File: config.mk
export PLATFORM = sky130hd
export DESIGN_NAME = nn_seq
export DESIGN_NICKNAME = d
export VERILOG_FILES = /design/src/rtl/nn_pkg.sv /design/src/rtl/nn_mac.sv /design/src/rtl/nn_seq.sv
export SDC_FILE = /design/constraint.sdc
export NUM_CORES = 1
export LEC_CHECK = 0
export ABC_CLOCK_PERIOD_IN_PS = 8400
export BUFFER_PORTS_ARGS = -buffer_cell sky130_fd_sc_hd__buf_2
export CORE_ASPECT_RATIO = 1.25
export CORE_MARGIN = 2
export CORE_UTILIZATION = 48
export CTS_CLUSTER_SIZE = 30
export DETAILED_ROUTE_END_ITERATION = 6
export MAX_ROUTING_LAYER = met4
export PLACE_DENSITY = 0.72
export REMOVE_ABC_BUFFERS = 1
export SYNTH_ARGS = -nofsm -noshare
export SYNTH_HDL_FRONTEND = slang
export SYNTH_SLANG_ARGS = --single-unit
export TNS_END_PERCENT = 30
File: constraint.sdc
create_clock -name clk -period 8.4 [get_ports clk]
set_input_delay 0.42 -clock clk [delete_from_list [all_inputs] [get_ports clk]]
set_output_delay 0.42 -clock clk [all_outputs]
set_load 0.03 [all_outputs]
File: src/rtl/nn_pkg.sv
`default_nettype none
// +--------------------------------------------------------------------+
// | nn_pkg : shared constants, widths and state type for nn_seq         |
// | Revision: 1.0                                                       |
// +--------------------------------------------------------------------+
package nn_pkg;

   localparam int N_IN   = 784;
   localparam int N_HID  = 32;
   localparam int N_OUT  = 10;
   localparam int SHIFT  = 8;

   localparam int X_AW   = $clog2(N_IN);
   localparam int B1_AW  = $clog2(N_HID);
   localparam int W1_AW  = $clog2(N_HID * N_IN);
   localparam int W2_AW  = $clog2(N_OUT * N_HID);
   localparam int B2_AW  = $clog2(N_OUT);
   localparam int IDX_W  = $clog2(N_IN + 1);

   localparam int PROD_W = 17;
   localparam int ACC_W  = 32;

   typedef enum logic [2:0] {
      S_IDLE     = 3'd0,
      S_L1       = 3'd1,
      S_L1_STORE = 3'd2,
      S_L2       = 3'd3,
      S_L2_CMP   = 3'd4,
      S_FINISH   = 3'd5
   } state_t;

   // ReLU, requantise by SHIFT, then clamp to the uint8 hidden range.
   function automatic logic [7:0] relu_sat(input logic signed [ACC_W-1:0] acc);
      logic signed [ACC_W-1:0] sh;
      sh = acc >>> SHIFT;
      if (acc < 0)
         return 8'd0;
      else if (sh > 255)
         return 8'd255;
      else
         return sh[7:0];
   endfunction

endpackage
`default_nettype wire

File: src/rtl/nn_mac.sv
`default_nettype none
// +--------------------------------------------------------------------+
// | nn_mac : uint8 x int8 multiply-accumulate, 32-bit wrapping acc      |
// | Revision: 1.0                                                       |
// +--------------------------------------------------------------------+
module nn_mac
   import nn_pkg::*;
(
   input  logic                    clk,
   input  logic                    rst,
   input  logic                    load,
   input  logic                    acc_en,
   input  logic [7:0]              a,
   input  logic signed [7:0]       w,
   input  logic signed [ACC_W-1:0] bias,
   output logic signed [ACC_W-1:0] acc
);

   logic signed [PROD_W-1:0] a_ext;
   logic signed [PROD_W-1:0] w_ext;
   logic signed [PROD_W-1:0] prod;
   logic signed [ACC_W-1:0]  prod_ext;
   logic signed [ACC_W-1:0]  acc_d;
   logic signed [ACC_W-1:0]  acc_q;

   always_comb begin
      a_ext    = {{(PROD_W-8){1'b0}}, a};
      w_ext    = {{(PROD_W-8){w[7]}}, w};
      prod     = a_ext * w_ext;
      prod_ext = {{(ACC_W-PROD_W){prod[PROD_W-1]}}, prod};
      acc_d    = acc_q;
      if (load)
         acc_d = bias + prod_ext;
      else if (acc_en)
         acc_d = acc_q + prod_ext;
   end

   always_ff @(posedge clk) begin
      if (!rst)
         acc_q <= '0;
      else
         acc_q <= acc_d;
   end

   assign acc = acc_q;

endmodule
`default_nettype wire

File: src/rtl/nn_seq.sv
`default_nettype none
// +--------------------------------------------------------------------+
// | nn_seq : forward-pass sequencer for the 784-32-10 MLP, argmax out   |
// | Revision: 1.0                                                       |
// +--------------------------------------------------------------------+
module nn_seq
   import nn_pkg::*;
(
   input  logic                    clk,
   input  logic                    rst,
   input  logic                    start,
   output logic                    busy,
   output logic                    done,
   output logic [B2_AW-1:0]        predicted,
   output logic signed [ACC_W-1:0] max_score,
   output logic                    x_en,
   output logic [X_AW-1:0]         x_addr,
   input  logic [7:0]              x_dout,
   output logic                    b1_en,
   output logic [B1_AW-1:0]        b1_addr,
   input  logic signed [ACC_W-1:0] b1_dout,
   output logic                    w1_en,
   output logic [W1_AW-1:0]        w1_addr,
   input  logic signed [7:0]       w1_dout,
   output logic                    w2_en,
   output logic [W2_AW-1:0]        w2_addr,
   input  logic signed [7:0]       w2_dout,
   output logic                    b2_en,
   output logic [B2_AW-1:0]        b2_addr,
   input  logic signed [ACC_W-1:0] b2_dout
);

   state_t                  state_q, state_d;
   logic [IDX_W-1:0]        idx_q, idx_d;
   logic [B1_AW-1:0]        nrn_q, nrn_d;
   logic signed [ACC_W-1:0] best_q, best_d;
   logic [B2_AW-1:0]        best_idx_q, best_idx_d;
   logic [B2_AW-1:0]        predicted_q, predicted_d;
   logic signed [ACC_W-1:0] max_score_q, max_score_d;
   logic                    done_q, done_d;
   logic                    busy_q, busy_d;
   logic                    x_en_q, x_en_d, w1_en_q, w1_en_d, b1_en_q, b1_en_d;
   logic                    w2_en_q, w2_en_d, b2_en_q, b2_en_d;
   logic [X_AW-1:0]         x_addr_q, x_addr_d;
   logic [W1_AW-1:0]        w1_addr_q, w1_addr_d;
   logic [B1_AW-1:0]        b1_addr_q, b1_addr_d;
   logic [W2_AW-1:0]        w2_addr_q, w2_addr_d;
   logic [B2_AW-1:0]        b2_addr_q, b2_addr_d;
   logic                    ld_q, ld_d, mac_en_q, mac_en_d, l2_dat_q, l2_dat_d;
   logic [7:0]              h_rd_q, h_rd_d;
   logic                    l1_iss_d, l2_iss_d;
   logic [7:0]              h_q [N_HID];
   logic signed [ACC_W-1:0] acc;
   logic [7:0]              mac_a;
   logic signed [7:0]       mac_w;
   logic signed [ACC_W-1:0] mac_bias;

   always_comb begin
      state_d     = state_q;
      idx_d       = idx_q;
      nrn_d       = nrn_q;
      best_d      = best_q;
      best_idx_d  = best_idx_q;
      predicted_d = predicted_q;
      max_score_d = max_score_q;
      done_d      = 1'b0;

      case (state_q)
         S_IDLE: begin
            if (start) begin
               state_d = S_L1;
               idx_d   = '0;
               nrn_d   = '0;
            end
         end
         S_L1: begin
            // idx == N_IN is the drain cycle: last product lands, nothing issued
            if (idx_q == IDX_W'(N_IN))
               state_d = S_L1_STORE;
            else
               idx_d = idx_q + IDX_W'(1);
         end
         S_L1_STORE: begin
            idx_d = '0;
            if (nrn_q == B1_AW'(N_HID - 1)) begin
               state_d = S_L2;
               nrn_d   = '0;
            end else begin
               state_d = S_L1;
               nrn_d   = nrn_q + B1_AW'(1);
            end
         end
         S_L2: begin
            if (idx_q == IDX_W'(N_HID))
               state_d = S_L2_CMP;
            else
               idx_d = idx_q + IDX_W'(1);
         end
         S_L2_CMP: begin
            if (nrn_q == '0 || acc > best_q) begin
               best_d     = acc;
               best_idx_d = nrn_q[B2_AW-1:0];
            end
            idx_d = '0;
            if (nrn_q == B1_AW'(N_OUT - 1)) begin
               state_d = S_FINISH;
            end else begin
               state_d = S_L2;
               nrn_d   = nrn_q + B1_AW'(1);
            end
         end
         S_FINISH: begin
            predicted_d = best_idx_q;
            max_score_d = best_q;
            done_d      = 1'b1;
            state_d     = S_IDLE;
         end
         default: state_d = S_IDLE;
      endcase

      // ROM-side outputs are registered, so they are derived from the next state.
      l1_iss_d  = (state_d == S_L1) && (idx_d < IDX_W'(N_IN));
      l2_iss_d  = (state_d == S_L2) && (idx_d < IDX_W'(N_HID));
      busy_d    = (state_d != S_IDLE);
      x_en_d    = l1_iss_d;
      w1_en_d   = l1_iss_d;
      b1_en_d   = l1_iss_d && (idx_d == '0);
      w2_en_d   = l2_iss_d;
      b2_en_d   = l2_iss_d && (idx_d == '0);
      x_addr_d  = l1_iss_d ? idx_d[X_AW-1:0] : '0;
      b1_addr_d = b1_en_d ? nrn_d : '0;
      b2_addr_d = b2_en_d ? nrn_d[B2_AW-1:0] : '0;

      w1_addr_d = w1_addr_q;
      if (state_d == S_IDLE)
         w1_addr_d = '0;
      else if (l1_iss_d)
         w1_addr_d = (state_q == S_IDLE) ? '0 : w1_addr_q + W1_AW'(1);

      w2_addr_d = w2_addr_q;
      if (state_d == S_IDLE)
         w2_addr_d = '0;
      else if (l2_iss_d)
         w2_addr_d = (state_q == S_L1_STORE) ? '0 : w2_addr_q + W2_AW'(1);

      // Data-cycle controls trail the issue cycle by the one-cycle ROM latency.
      ld_d     = b1_en_q | b2_en_q;
      mac_en_d = (x_en_q | w2_en_q) & ~(b1_en_q | b2_en_q);
      l2_dat_d = w2_en_q;
      h_rd_d   = h_q[idx_q[B1_AW-1:0]];
   end

   always_ff @(posedge clk) begin
      if (!rst) begin
         state_q     <= S_IDLE;
         idx_q       <= '0;
         nrn_q       <= '0;
         best_q      <= '0;
         best_idx_q  <= '0;
         predicted_q <= '0;
         max_score_q <= '0;
         done_q      <= 1'b0;
         busy_q      <= 1'b0;
         x_en_q      <= 1'b0;
         w1_en_q     <= 1'b0;
         b1_en_q     <= 1'b0;
         w2_en_q     <= 1'b0;
         b2_en_q     <= 1'b0;
         x_addr_q    <= '0;
         w1_addr_q   <= '0;
         b1_addr_q   <= '0;
         w2_addr_q   <= '0;
         b2_addr_q   <= '0;
         ld_q        <= 1'b0;
         mac_en_q    <= 1'b0;
         l2_dat_q    <= 1'b0;
         h_rd_q      <= '0;
      end else begin
         state_q     <= state_d;
         idx_q       <= idx_d;
         nrn_q       <= nrn_d;
         best_q      <= best_d;
         best_idx_q  <= best_idx_d;
         predicted_q <= predicted_d;
         max_score_q <= max_score_d;
         done_q      <= done_d;
         busy_q      <= busy_d;
         x_en_q      <= x_en_d;
         w1_en_q     <= w1_en_d;
         b1_en_q     <= b1_en_d;
         w2_en_q     <= w2_en_d;
         b2_en_q     <= b2_en_d;
         x_addr_q    <= x_addr_d;
         w1_addr_q   <= w1_addr_d;
         b1_addr_q   <= b1_addr_d;
         w2_addr_q   <= w2_addr_d;
         b2_addr_q   <= b2_addr_d;
         ld_q        <= ld_d;
         mac_en_q    <= mac_en_d;
         l2_dat_q    <= l2_dat_d;
         h_rd_q      <= h_rd_d;
      end
   end

   // Hidden activations carry no reset; every entry is rewritten before layer 2 reads it.
   always_ff @(posedge clk) begin
      if (rst && state_q == S_L1_STORE)
         h_q[nrn_q] <= relu_sat(acc);
   end

   always_comb begin
      mac_a    = l2_dat_q ? h_rd_q  : x_dout;
      mac_w    = l2_dat_q ? w2_dout : w1_dout;
      mac_bias = l2_dat_q ? b2_dout : b1_dout;
   end

   nn_mac u_mac (
      .clk    (clk),
      .rst    (rst),
      .load   (ld_q),
      .acc_en (mac_en_q),
      .a      (mac_a),
      .w      (mac_w),
      .bias   (mac_bias),
      .acc    (acc)
   );

   assign busy      = busy_q;
   assign done      = done_q;
   assign predicted = predicted_q;
   assign max_score = max_score_q;
   assign x_en      = x_en_q;
   assign x_addr    = x_addr_q;
   assign b1_en     = b1_en_q;
   assign b1_addr   = b1_addr_q;
   assign w1_en     = w1_en_q;
   assign w1_addr   = w1_addr_q;
   assign w2_en     = w2_en_q;
   assign w2_addr   = w2_addr_q;
   assign b2_en     = b2_en_q;
   assign b2_addr   = b2_addr_q;

endmodule
`default_nettype wire

; ---- After elaboration in Yosys (flattened, before gate mapping)
; Memory sizes are Yosys's and may differ from the RTL's. A register that Yosys moved wholly into a read port is not among the register bits.
; Cells that the tools add are included.
[word_totals]
output_inout_bits = 86
n_memories = 1
ff_bits = 174
mem_bits_rw = 256
word_cells = 97
[op_classes]
eq_ne = 11
n_mux = 27
reduce_logical = 19
n_mul = 1
n_bitwise = 5
addsub = 6
n_lt_le_gt_ge = 5
[memory_table]
columns = memory, words, width, read_ports, rd_clocked_by_memory_dff, wr, line_no
row1 = h_q, 32, 8, 1, 1, 1, nn_seq.sv:52  ; logic [7:0] h_q [N_HID];
[ops]
columns = operator, count
row1 = $mux 32, 3
row2 = $add 32x17->32, 2
row3 = $mux 8, 5
row4 = $pmux 10 s4, 1
row5 = $gt 32x32->1, 1
row6 = $lt 32x1->1 const B, 1
row7 = $mux 10, 3
row8 = $gt 24x9->1 const B, 1
row9 = $mul 9x8->17, 1
row10 = $add 15x1->15 const B, 1
row11 = $mux 15, 1
row12 = $mux 5, 3
row13 = $pmux 3 s5, 1
row14 = $pmux 5 s3, 1
row15 = $mux 3, 4
row16 = $add 10x1->10 const B, 1
row17 = $eq 10x10->1 const B, 1
row18 = $eq 10x6->1 const B, 1
row19 = $logic_not 10->1, 1
row20 = $lt 10x10->1 const B, 1
row21 = $lt 10x6->1 const B, 1
row22 = $add 9x1->9 const B, 1
row23 = $eq 3x2->1 const B, 3
row24 = $mux 9, 1
row25 = other kinds (19), 34

; ---- Logic depth before layout (Yosys ltp)
; Gate-level depths: netlist of run 1.
[logic_depth]
ltp_word = 7
mapped_depth = 34

; ---- Hierarchy
; Synthesis of run 1 repeated with hierarchy kept, for this count alone.
[unflattened]
cells_unflattened = 1963
hier_area_um2 = 22646.7
[modules_own_cells]
columns = module, seq_area_each_um2, n_inst, cells_per_inst, area_per_inst_um2
row1 = nn_seq, 10690.3, 1, 1318, 17387.9
row2 = nn_mac, 640.6, 1, 645, 5258.8

; ---- Worst setup path before layout of run 1
; OpenSTA, ideal clock, no wires.
[synth_path]
path_kind = register to register
startpoint = register l2_dat_q
endpoint = register u_mac.acc_q[31], in the netlist u_mac.acc[31]
required_ns = 8.280
t_arrival_ns = 7.728
path_stages_with_launch = 29
n_path_buf = 4
setup_time_ns = 0.120
path_slack_ns = 0.552
cell_sequence = dfxtp_1 > buf_2 > buf_1 > mux2i_1 > or2_2 > fa_1 > fa_1 > inv_1 > fa_1 > inv_1 > fa_1 > inv_1 > ha_1 > o211ai_1 > o211ai_1 > a311o_1 > nand2_1 > clkbuf_1 > ha_1 > clkbuf_1 > a21o_1 > a21o_1 > a21oi_1 > o21ai_0 > a31o_2 > a2111oi_0 > o31ai_1 > mux2i_1 > o21ai_1
[synth_between]
elab_chain_cells = 5
[synth_rtl]
columns = item, line_no
row1 = from (decl), nn_seq.sv:49  ; logic ld_q, ld_d, mac_en_q, mac_en_d, l2_dat_q, l2_dat_d;
row2 = from (signal assigned), nn_seq.sv:200  ; l2_dat_q <= l2_dat_d;
row3 = "$mux 8, on equally long branches", "nn_seq.sv:212, nn_seq.sv:213"
row4 = $mul 9x8->17, nn_mac.sv:29  ; prod = a_ext * w_ext;
row5 = $add 32x17->32, nn_mac.sv:35  ; acc_d = acc_q + prod_ext;
row6 = $mux 32, nn_mac.sv:34  ; else if (acc_en)
row7 = $mux 32 (*), nn_mac.sv:32  ; if (load)
row8 = to (signal assigned), nn_mac.sv:40  ; acc_q <= '0;
row9 = to (signal assigned), nn_mac.sv:42  ; acc_q <= acc_d;
row10 = to (decl), nn_mac.sv:24  ; logic signed [ACC_W-1:0] acc_q;
; Every way passes the cells marked *; elsewhere a longest branch is shown, timed or not. The select of a mux whose other input is x is not followed.
; A chain may end at the register's enable or synchronous reset.

; ---- Worst setup path in the final report of run 1
[layout_path]
startpoint = register l2_dat_q
endpoint = register u_mac.acc_q[30], in the netlist u_mac.acc[30]
; The elaborated chain is that of the path after synthesis.

==> impl_metrics.prom, run 1 <==
# TYPE chip_impl_metric gauge
chip_impl_metric{name="clk-insertion-delay-late",unit="ps"} 580
chip_impl_metric{name="vias_per_cell",unit=""} 5.74
chip_impl_metric{name="timing.critical_path.fanout_max",unit=""} 17
chip_impl_metric{name="ioPinCount",unit=""} 177
chip_impl_metric{name="critical-path-max-stage-delay",unit="ps"} 680
chip_impl_metric{name="finish.net_count",unit=""} 2413
chip_impl_metric{name="cts-root-to-sink-buffers",unit=""} 3
chip_impl_metric{name="antenna_found_initial",unit=""} 7
chip_impl_metric{name="hpwlAfterDp",unit="um"} 39200
chip_impl_metric{name="required",unit="ps"} 8880
chip_impl_metric{name="std_cell_rows",unit=""} 88
chip_impl_metric{name="drt_iter0_markers",unit=""} 934
chip_impl_info{name="critPathSlowestCell",value="dfxtp_2"} 1
chip_impl_metric{name="syn-cell-area",unit="um2"} 22200
chip_impl_metric{name="drt.antenna.violating_nets",unit=""} 0
chip_impl_metric{name="placedCellCount",unit=""} 2714
chip_impl_metric{name="clkSlewWorstSetupHoldPaths",unit="ps"} 60
chip_impl_metric{name="postSynthCellCount",unit=""} 2016
chip_impl_info{name="layout.cells.most_common_list",value="edfxtp_1, nor2_1, a21oi_1"} 1
chip_impl_metric{name="setup_slack_of_the_critical_path_after_layout",unit="ps"} 666
chip_impl_metric{name="die_y",unit="um"} 244
chip_impl_metric{name="max_slew_margin",unit=""} 0.147
chip_impl_metric{name="flow.area_growth_from_synthesis",unit="%"} 13.4
chip_impl_metric{name="async_flop_share",unit=""} 0
chip_impl_metric{name="route.vias.total",unit=""} 16075
chip_impl_metric{name="synth-edff-count",unit=""} 256
chip_impl_metric{name="cts-hold-fix-buffers",unit=""} 0
chip_impl_info{name="layout.cells.most_common",value="edfxtp_1"} 1
chip_impl_metric{name="time_the_final_worst_path_needs_with_i_o_delays_and_setup",unit="ps"} 7730
chip_impl_metric{name="dp_worst_setup_slack",unit="ps"} 562
chip_impl_metric{name="achievable-frequency",unit="MHz"} 129
chip_impl_metric{name="drt-wirelength-per-cell",unit="um"} 19.8
chip_impl_info{name="worst_path_most_repeated_cell",value="a21oi_1"} 1
chip_impl_metric{name="grt_pass1_vias",unit=""} 15799
chip_impl_metric{name="cp_data_arrival_time",unit="ps"} 8210
chip_impl_metric{name="ir_drop",unit="mV"} 0.153
chip_impl_metric{name="cts_htree_levels",unit=""} 2
chip_impl_metric{name="maximum_number_of_pins_on_one_net_before_global_route_repair",unit=""} 105
chip_impl_metric{name="worst_slew_pin_slew",unit="ps"} 1280
chip_impl_metric{name="report.final.setup_viol",unit=""} 0
chip_impl_metric{name="numClockSinks",unit=""} 438
chip_impl_info{name="hp-class",value="in -> reg"} 1
chip_impl_metric{name="worst_hold_path.num_cells",unit=""} 4
chip_impl_metric{name="post-cts-setup-buffer-count",unit=""} 0
chip_impl_metric{name="pwr_density_cell",unit="nW/um2"} 250
chip_impl_metric{name="leakage",unit="nW"} 9.43
chip_impl_metric{name="synth-seq-cells",unit=""} 438
chip_impl_metric{name="fp.coreArea",unit="um2"} 45900
chip_impl_metric{name="synth_sequential_area_ratio",unit=""} 0.510
chip_impl_metric{name="postSynthAreaPerCell",unit="um2"} 11.0
chip_impl_metric{name="yosys_warn_count",unit=""} 0
chip_impl_metric{name="share_of_post_route_cells_with_drive_strength_above_1",unit=""} 0.179
chip_impl_info{name="path_class",value="reg -> reg"} 1
chip_impl_metric{name="cts_inserted_buffers",unit=""} 42
chip_impl_metric{name="report.final.hold_viol_count",unit=""} 0
chip_impl_info{name="status",value="finished clean"} 1
chip_impl_metric{name="rr_worst_depth",unit=""} 30
chip_impl_info{name="timing.critical_path.to_type",value="register"} 1
chip_impl_metric{name="synthDistinctLibCells",unit=""} 78
chip_impl_info{name="synth-main-ff-cell",value="edfxtp_1"} 1
chip_impl_metric{name="detail_route.first_pass.iterations",unit=""} 6
chip_impl_info{name="start_kind",value="register"} 1
chip_impl_metric{name="globalRoute.totalOverflow",unit=""} 0
chip_impl_info{name="grt_setup_unrepaired",value="false"} 1
chip_impl_metric{name="share_of_the_clock_period_used_by_the_worst_path",unit=""} 0.921
chip_impl_metric{name="die_x",unit="um"} 196
chip_impl_metric{name="rrSetupSlack",unit="ps"} 670
chip_impl_metric{name="floorplan.initialDensity",unit=""} 0.484
chip_impl_info{name="cts_root_buffer",value="clkbuf_16"} 1
chip_impl_metric{name="routabilityCongestion",unit=""} 0.921
chip_impl_metric{name="timing.max_cap.violations",unit=""} 0
chip_impl_metric{name="fin_skew",unit="ps"} 31.7
chip_impl_metric{name="port_buffers",unit=""} 176
chip_impl_metric{name="placedInstanceArea",unit="um2"} 23700
chip_impl_metric{name="global_route_wire_length_before_repair",unit="um"} 85700
chip_impl_info{name="cts_tree",value="done"} 1
chip_impl_metric{name="fp.dieArea",unit="um2"} 48000
chip_impl_metric{name="fin_area",unit="um2"} 25200
chip_impl_metric{name="stdcell_count",unit=""} 2799
chip_impl_metric{name="remaining_drc_errors",unit=""} 0
chip_impl_metric{name="track_usage",unit=""} 0.234
chip_impl_metric{name="routed_wl",unit="um"} 55400
chip_impl_metric{name="post-layout-total-power",unit="mW"} 6.30
chip_impl_metric{name="fillers",unit=""} 3828
chip_impl_metric{name="timing_max_transition_violations_final",unit=""} 0
## path summary, 6_finish.rpt
check                    start       endpoint
hold reg to reg   predicted[2]   predicted[2]
hold / removal             rst          w2_en
setup reg to reg      l2_dat_q  u_mac.acc[30]
setup / recovery      l2_dat_q  u_mac.acc[30]
## power breakdown
| group | switching, mW | leakage (nW) | total (mW) | internal, mW |
|---|---|---|---|---|
| clock network | 0.833 | 0.700 | 1.93 | 1.10 |
| registers | 0.0630 | 3.74 | 2.60 | 2.53 |
| logic | 1.10 | 4.98 | 1.77 | 0.676 |
| total | 1.99 | 9.43 | 6.30 | 4.31 |
## through the flow
stage	setup TNS (ps)	utilization	hold WS, ps
final	0	0.549	375
after global routing	0	0.549	373
after CTS	0	0.547	336
after detailed placement	0	0.516	444
after global placement	0	0.516	438
after floorplan	-526	-	432
## sequential cells by signal, summed over array words and instances (netlist names), 3 cells and up
name,cells
w2_addr,9
h_rd_q,8
idx_q,10
best_idx_q,4
b1_addr,5
w1_addr,15
u_mac.acc,32
h_q,256
state_q,3
best_q,32
b2_addr,4
predicted,4
max_score,32
x_addr,10
nrn_q,5
## metal layers
layer  wire, um  global-route usage
met1      21100               0.266
met2      28600               0.410
met3       2820              0.0257
met4       2930               0.115
met5          0                   -
## cell usage after synthesis (all sizes together) (9+ instances only)
master / count / area [um2]
a211oi: 17 / 128
a21o: 32 / 240
a21oi: 183 / 916
and2: 24 / 150
and3: 15 / 93.8
buf: 25 / 119
clkbuf: 68 / 255
dfxtp: 182 / 3640
edfxtp: 256 / 7690
fa: 38 / 761
ha: 110 / 1380
inv: 117 / 439
mux2i: 89 / 891
mux4: 56 / 1260
nand2: 183 / 694
nand2b: 11 / 68.8
nand3: 54 / 270
nand4: 12 / 75.1
nor2: 225 / 862
nor2b: 12 / 75.1
nor3: 25 / 130
o21a: 9 / 67.6
o21ai: 83 / 415
o221ai: 17 / 149
or2: 21 / 131
or3: 11 / 68.8
xnor2: 36 / 315
xor2: 16 / 140
## cell type report
class	instances	area, um2	area share
sequential	438	11300	0.450
antenna	7	17.5	0.000696
timing repair buffer	207	1130	0.0450
multi-input combinational	1367	10100	0.401
inverter	118	445	0.0177
tap	585	732	0.0291
clock buffer	53	1140	0.0454
clock inverter	24	268	0.0106
## timing repair
action	4_1_cts	5_1_grt
hold endpoints to repair	0	0
endpoints found under the setup margin	0	2
resized for setup	0	3
## critical path, delay by kind of cell, from the launching register on
family / cells / cell delay, ps
flip-flops: 1 / 680
adder cells (fa/ha/maj): 6 / 2470
buffers and inverters: 4 / 410
XOR/XNOR: 1 / 130
AND/OR/NAND/NOR: 4 / 870
AO/OA/AOI/OAI: 14 / 2810
multiplexers: 1 / 270
## cells by family after synthesis
kind of cell / after synthesis / synth area share
AND/OR/NAND/NOR: 616 / 0.127
flip-flops: 438 / 0.510
AO/OA/AOI/OAI: 402 / 0.110
buffers and inverters: 211 / 0.0368
multiplexers: 149 / 0.0990
adder cells (fa/ha/maj): 148 / 0.0963
XOR/XNOR: 52 / 0.0205
No activity file was read; power rests on OpenSTA's default activity.
==> inputs of run 2 (changes only) <==
--- a/config.mk
+++ b/config.mk
@@ -5,15 +5,14 @@
 export SDC_FILE = /design/constraint.sdc
 export NUM_CORES = 1
 export LEC_CHECK = 0
-export ABC_CLOCK_PERIOD_IN_PS = 8400
+export ABC_CLOCK_PERIOD_IN_PS = 7900
 export BUFFER_PORTS_ARGS = -buffer_cell sky130_fd_sc_hd__buf_2
-export CORE_ASPECT_RATIO = 1.25
 export CORE_MARGIN = 2
-export CORE_UTILIZATION = 48
+export CORE_UTILIZATION = 55
 export CTS_CLUSTER_SIZE = 30
 export DETAILED_ROUTE_END_ITERATION = 6
 export MAX_ROUTING_LAYER = met4
-export PLACE_DENSITY = 0.72
+export PLACE_DENSITY = 0.77
 export REMOVE_ABC_BUFFERS = 1
 export SYNTH_ARGS = -nofsm -noshare
 export SYNTH_HDL_FRONTEND = slang
==> constraint.sdc (replaced) <==
create_clock -name clk -period 7.9 [get_ports clk]
set_input_delay 0.395 -clock clk [delete_from_list [all_inputs] [get_ports clk]]
set_output_delay 0.395 -clock clk [all_outputs]
set_load 0.03 [all_outputs]
==> run 2 against run 1 <==
Effect of this change:
- maximum frequency increased by 4.9%
- largest cell class unchanged
- critical path depth grew 1
- design area grew 0.25%
- first-iteration DRC count grew 31%
- critical endpoint unchanged
- count of clock-buffer cells in the layout rose by 9
- routed wire length increased by 1.2%
==> impl_metrics.prom, run 2 (synthesis gave the netlist of run 1 again) <==
# TYPE chip_impl_metric gauge
chip_impl_metric{name="die_y",unit="um"} 205
chip_impl_metric{name="leakage",unit="nW"} 9.51
chip_impl_metric{name="routabilityCongestion",unit=""} 0.939
chip_impl_metric{name="cts_inserted_buffers",unit=""} 45
chip_impl_info{name="path_class",value="reg -> reg"} 1
chip_impl_metric{name="post-layout-total-power",unit="mW"} 6.82
chip_impl_metric{name="fp.coreArea",unit="um2"} 39800
chip_impl_metric{name="time_the_final_worst_path_needs_with_i_o_delays_and_setup",unit="ps"} 7370
chip_impl_metric{name="flow.area_growth_from_synthesis",unit="%"} 13.7
chip_impl_info{name="grt_setup_unrepaired",value="false"} 1
chip_impl_metric{name="track_usage",unit=""} 0.277
chip_impl_metric{name="clkSlewWorstSetupHoldPaths",unit="ps"} 70
chip_impl_metric{name="share_of_the_clock_period_used_by_the_worst_path",unit=""} 0.933
chip_impl_metric{name="critical-path-max-stage-delay",unit="ps"} 530
chip_impl_metric{name="worst_slew_pin_slew",unit="ps"} 1240
chip_impl_info{name="cts_tree",value="done"} 1
chip_impl_metric{name="cts_htree_levels",unit=""} 2
chip_impl_metric{name="numClockSinks",unit=""} 438
chip_impl_metric{name="cp_data_arrival_time",unit="ps"} 7890
chip_impl_metric{name="grt_pass1_vias",unit=""} 15876
chip_impl_metric{name="drt_iter0_markers",unit=""} 1227
chip_impl_info{name="timing.critical_path.to_type",value="register"} 1
chip_impl_info{name="critPathSlowestCell",value="fa_1"} 1
chip_impl_metric{name="rr_worst_depth",unit=""} 31
chip_impl_metric{name="hpwlAfterDp",unit="um"} 39200
chip_impl_metric{name="global_route_wire_length_before_repair",unit="um"} 86800
chip_impl_metric{name="rrSetupSlack",unit="ps"} 530
chip_impl_info{name="hp-class",value="in -> reg"} 1
chip_impl_metric{name="globalRoute.totalOverflow",unit=""} 0
chip_impl_metric{name="placedCellCount",unit=""} 2661
chip_impl_metric{name="cts.repair.resized",unit=""} 0
chip_impl_metric{name="vias_per_cell",unit=""} 5.86
chip_impl_metric{name="floorplan.initialDensity",unit=""} 0.558
chip_impl_metric{name="report.final.hold_viol_count",unit=""} 0
chip_impl_metric{name="fin_skew",unit="ps"} 40.5
chip_impl_metric{name="drt.antenna.violating_nets",unit=""} 0
chip_impl_metric{name="timing_max_transition_violations_final",unit=""} 0
chip_impl_metric{name="routed_wl",unit="um"} 56100
chip_impl_metric{name="achievable-frequency",unit="MHz"} 136
chip_impl_metric{name="share_of_post_route_cells_with_drive_strength_above_1",unit=""} 0.188
chip_impl_metric{name="finish.net_count",unit=""} 2422
chip_impl_info{name="status",value="finished clean"} 1
chip_impl_metric{name="ir_drop",unit="mV"} 0.279
chip_impl_metric{name="max_slew_margin",unit=""} 0.175
chip_impl_metric{name="clk-insertion-delay-late",unit="ps"} 590
chip_impl_info{name="critical_path.reg2reg.endpoint",value="u_mac.acc[30]"} 1
chip_impl_metric{name="remaining_drc_errors",unit=""} 0
chip_impl_info{name="worstReg2RegStart",value="l2_dat_q"} 1
chip_impl_metric{name="report.final.setup_viol",unit=""} 0
chip_impl_info{name="layout.cells.most_common_list",value="edfxtp_1, nor2_1, a21oi_1, nand2_1, dfxtp_1"} 1
chip_impl_info{name="layout.cells.most_common",value="edfxtp_1"} 1
chip_impl_metric{name="worst_hold_path.num_cells",unit=""} 4
chip_impl_info{name="cts_root_buffer",value="clkbuf_16"} 1
chip_impl_metric{name="fp.dieArea",unit="um2"} 42000
chip_impl_metric{name="drt-wirelength-per-cell",unit="um"} 20.4
chip_impl_info{name="largest_register",value="h_q"} 1
chip_impl_metric{name="tns",unit="ps"} 0
chip_impl_info{name="hold_path.startpoint",value="b1_dout[31]"} 1
chip_impl_metric{name="maximum_number_of_pins_on_one_net_before_global_route_repair",unit=""} 102
chip_impl_metric{name="timing.critical_path.fanout_max",unit=""} 11
chip_impl_info{name="worst_hold_path.endpoint",value="u_mac.acc[31]"} 1
chip_impl_metric{name="post-cts-setup-buffer-count",unit=""} 0
chip_impl_metric{name="detail_route.first_pass.iterations",unit=""} 6
chip_impl_metric{name="largest_reg_flops",unit=""} 256
chip_impl_metric{name="route.vias.total",unit=""} 16091
chip_impl_metric{name="ioPinCount",unit=""} 177
chip_impl_metric{name="pwr_density_cell",unit="nW/um2"} 270
chip_impl_metric{name="std_cell_rows",unit=""} 73
chip_impl_metric{name="cts-hold-fix-buffers",unit=""} 0
chip_impl_metric{name="die_x",unit="um"} 205
chip_impl_metric{name="required",unit="ps"} 8420
chip_impl_metric{name="antenna_found_initial",unit=""} 1
chip_impl_info{name="start_kind",value="register"} 1
chip_impl_metric{name="timing.max_cap.violations",unit=""} 0
chip_impl_metric{name="stdcell_count",unit=""} 2746
chip_impl_metric{name="cts-root-to-sink-buffers",unit=""} 3
chip_impl_metric{name="port_buffers",unit=""} 176
run 2: cell types whose count changed in the layout (fill, tap and decap cells not counted), moves of 2 or more:
cell        previous run  this run
buf_4                 30        37
bufinv_16              4         1
clkbuf_1               6         2
clkbuf_16             42        45
clkbuf_2               0         2
clkbuf_8               5        13
clkinv_1               3         0
clkinvlp_4             1         3
diode_2                7         1
inv_6                  0         2
nor2_2                11        13
nor2_4                 3         1
run 2: routing by layer:
metal	wire length, um	GRT usage
met5	0	-
met4	2420	0.121
met3	3840	0.0479
met2	26500	0.434
met1	23400	0.355
run 2: worst max-delay path, delay by kind of cell, from the launching register on:
kind,cells,cell delay (ps)
buffers and inverters,6,590
adder cells (fa/ha/maj),6,2740
multiplexers,1,70
AO/OA/AOI/OAI,13,2470
AND/OR/NAND/NOR,4,850
XOR/XNOR,1,130
flip-flops,1,450
run 2: worst max-delay path by stage:
stage               startpoint  depth (start not counted)       endpoint
finish                l2_dat_q                         31  u_mac.acc[30]
global route          l2_dat_q                         31  u_mac.acc[31]
CTS                   l2_dat_q                         30  u_mac.acc[31]
detailed placement    l2_dat_q                         30  u_mac.acc[31]
global placement      l2_dat_q                         31  u_mac.acc[31]
floorplan             l2_dat_q                         29  u_mac.acc[31]
run 2: through the flow:
step	hold slack [ps]	setup WS (ps)	area (um2)	utilization
floorplan	432	-712	21800	-
global placement	441	379	23700	0.595
detailed placement	446	173	23700	0.595
CTS	265	139	25200	0.633
global route	267	44.6	25200	0.634
finish	277	529	25200	0.634
run 2: where the power goes:
part | leakage [nW] | switching, mW | total (mW) | internal [mW]
clock | 0.759 | 0.922 | 2.14 | 1.22
combinational | 5.00 | 1.18 | 1.91 | 0.737
sequential | 3.75 | 0.0660 | 2.76 | 2.69
run 2: final cells by class:
class	instances	area, um2
clock inverter	22	203
multi-input combinational	1367	10100
inverter	118	445
fill	3150	14600
timing repair buffer	213	1160
sequential	438	11300
clock buffer	62	1320
tap	525	657
antenna	1	2.50
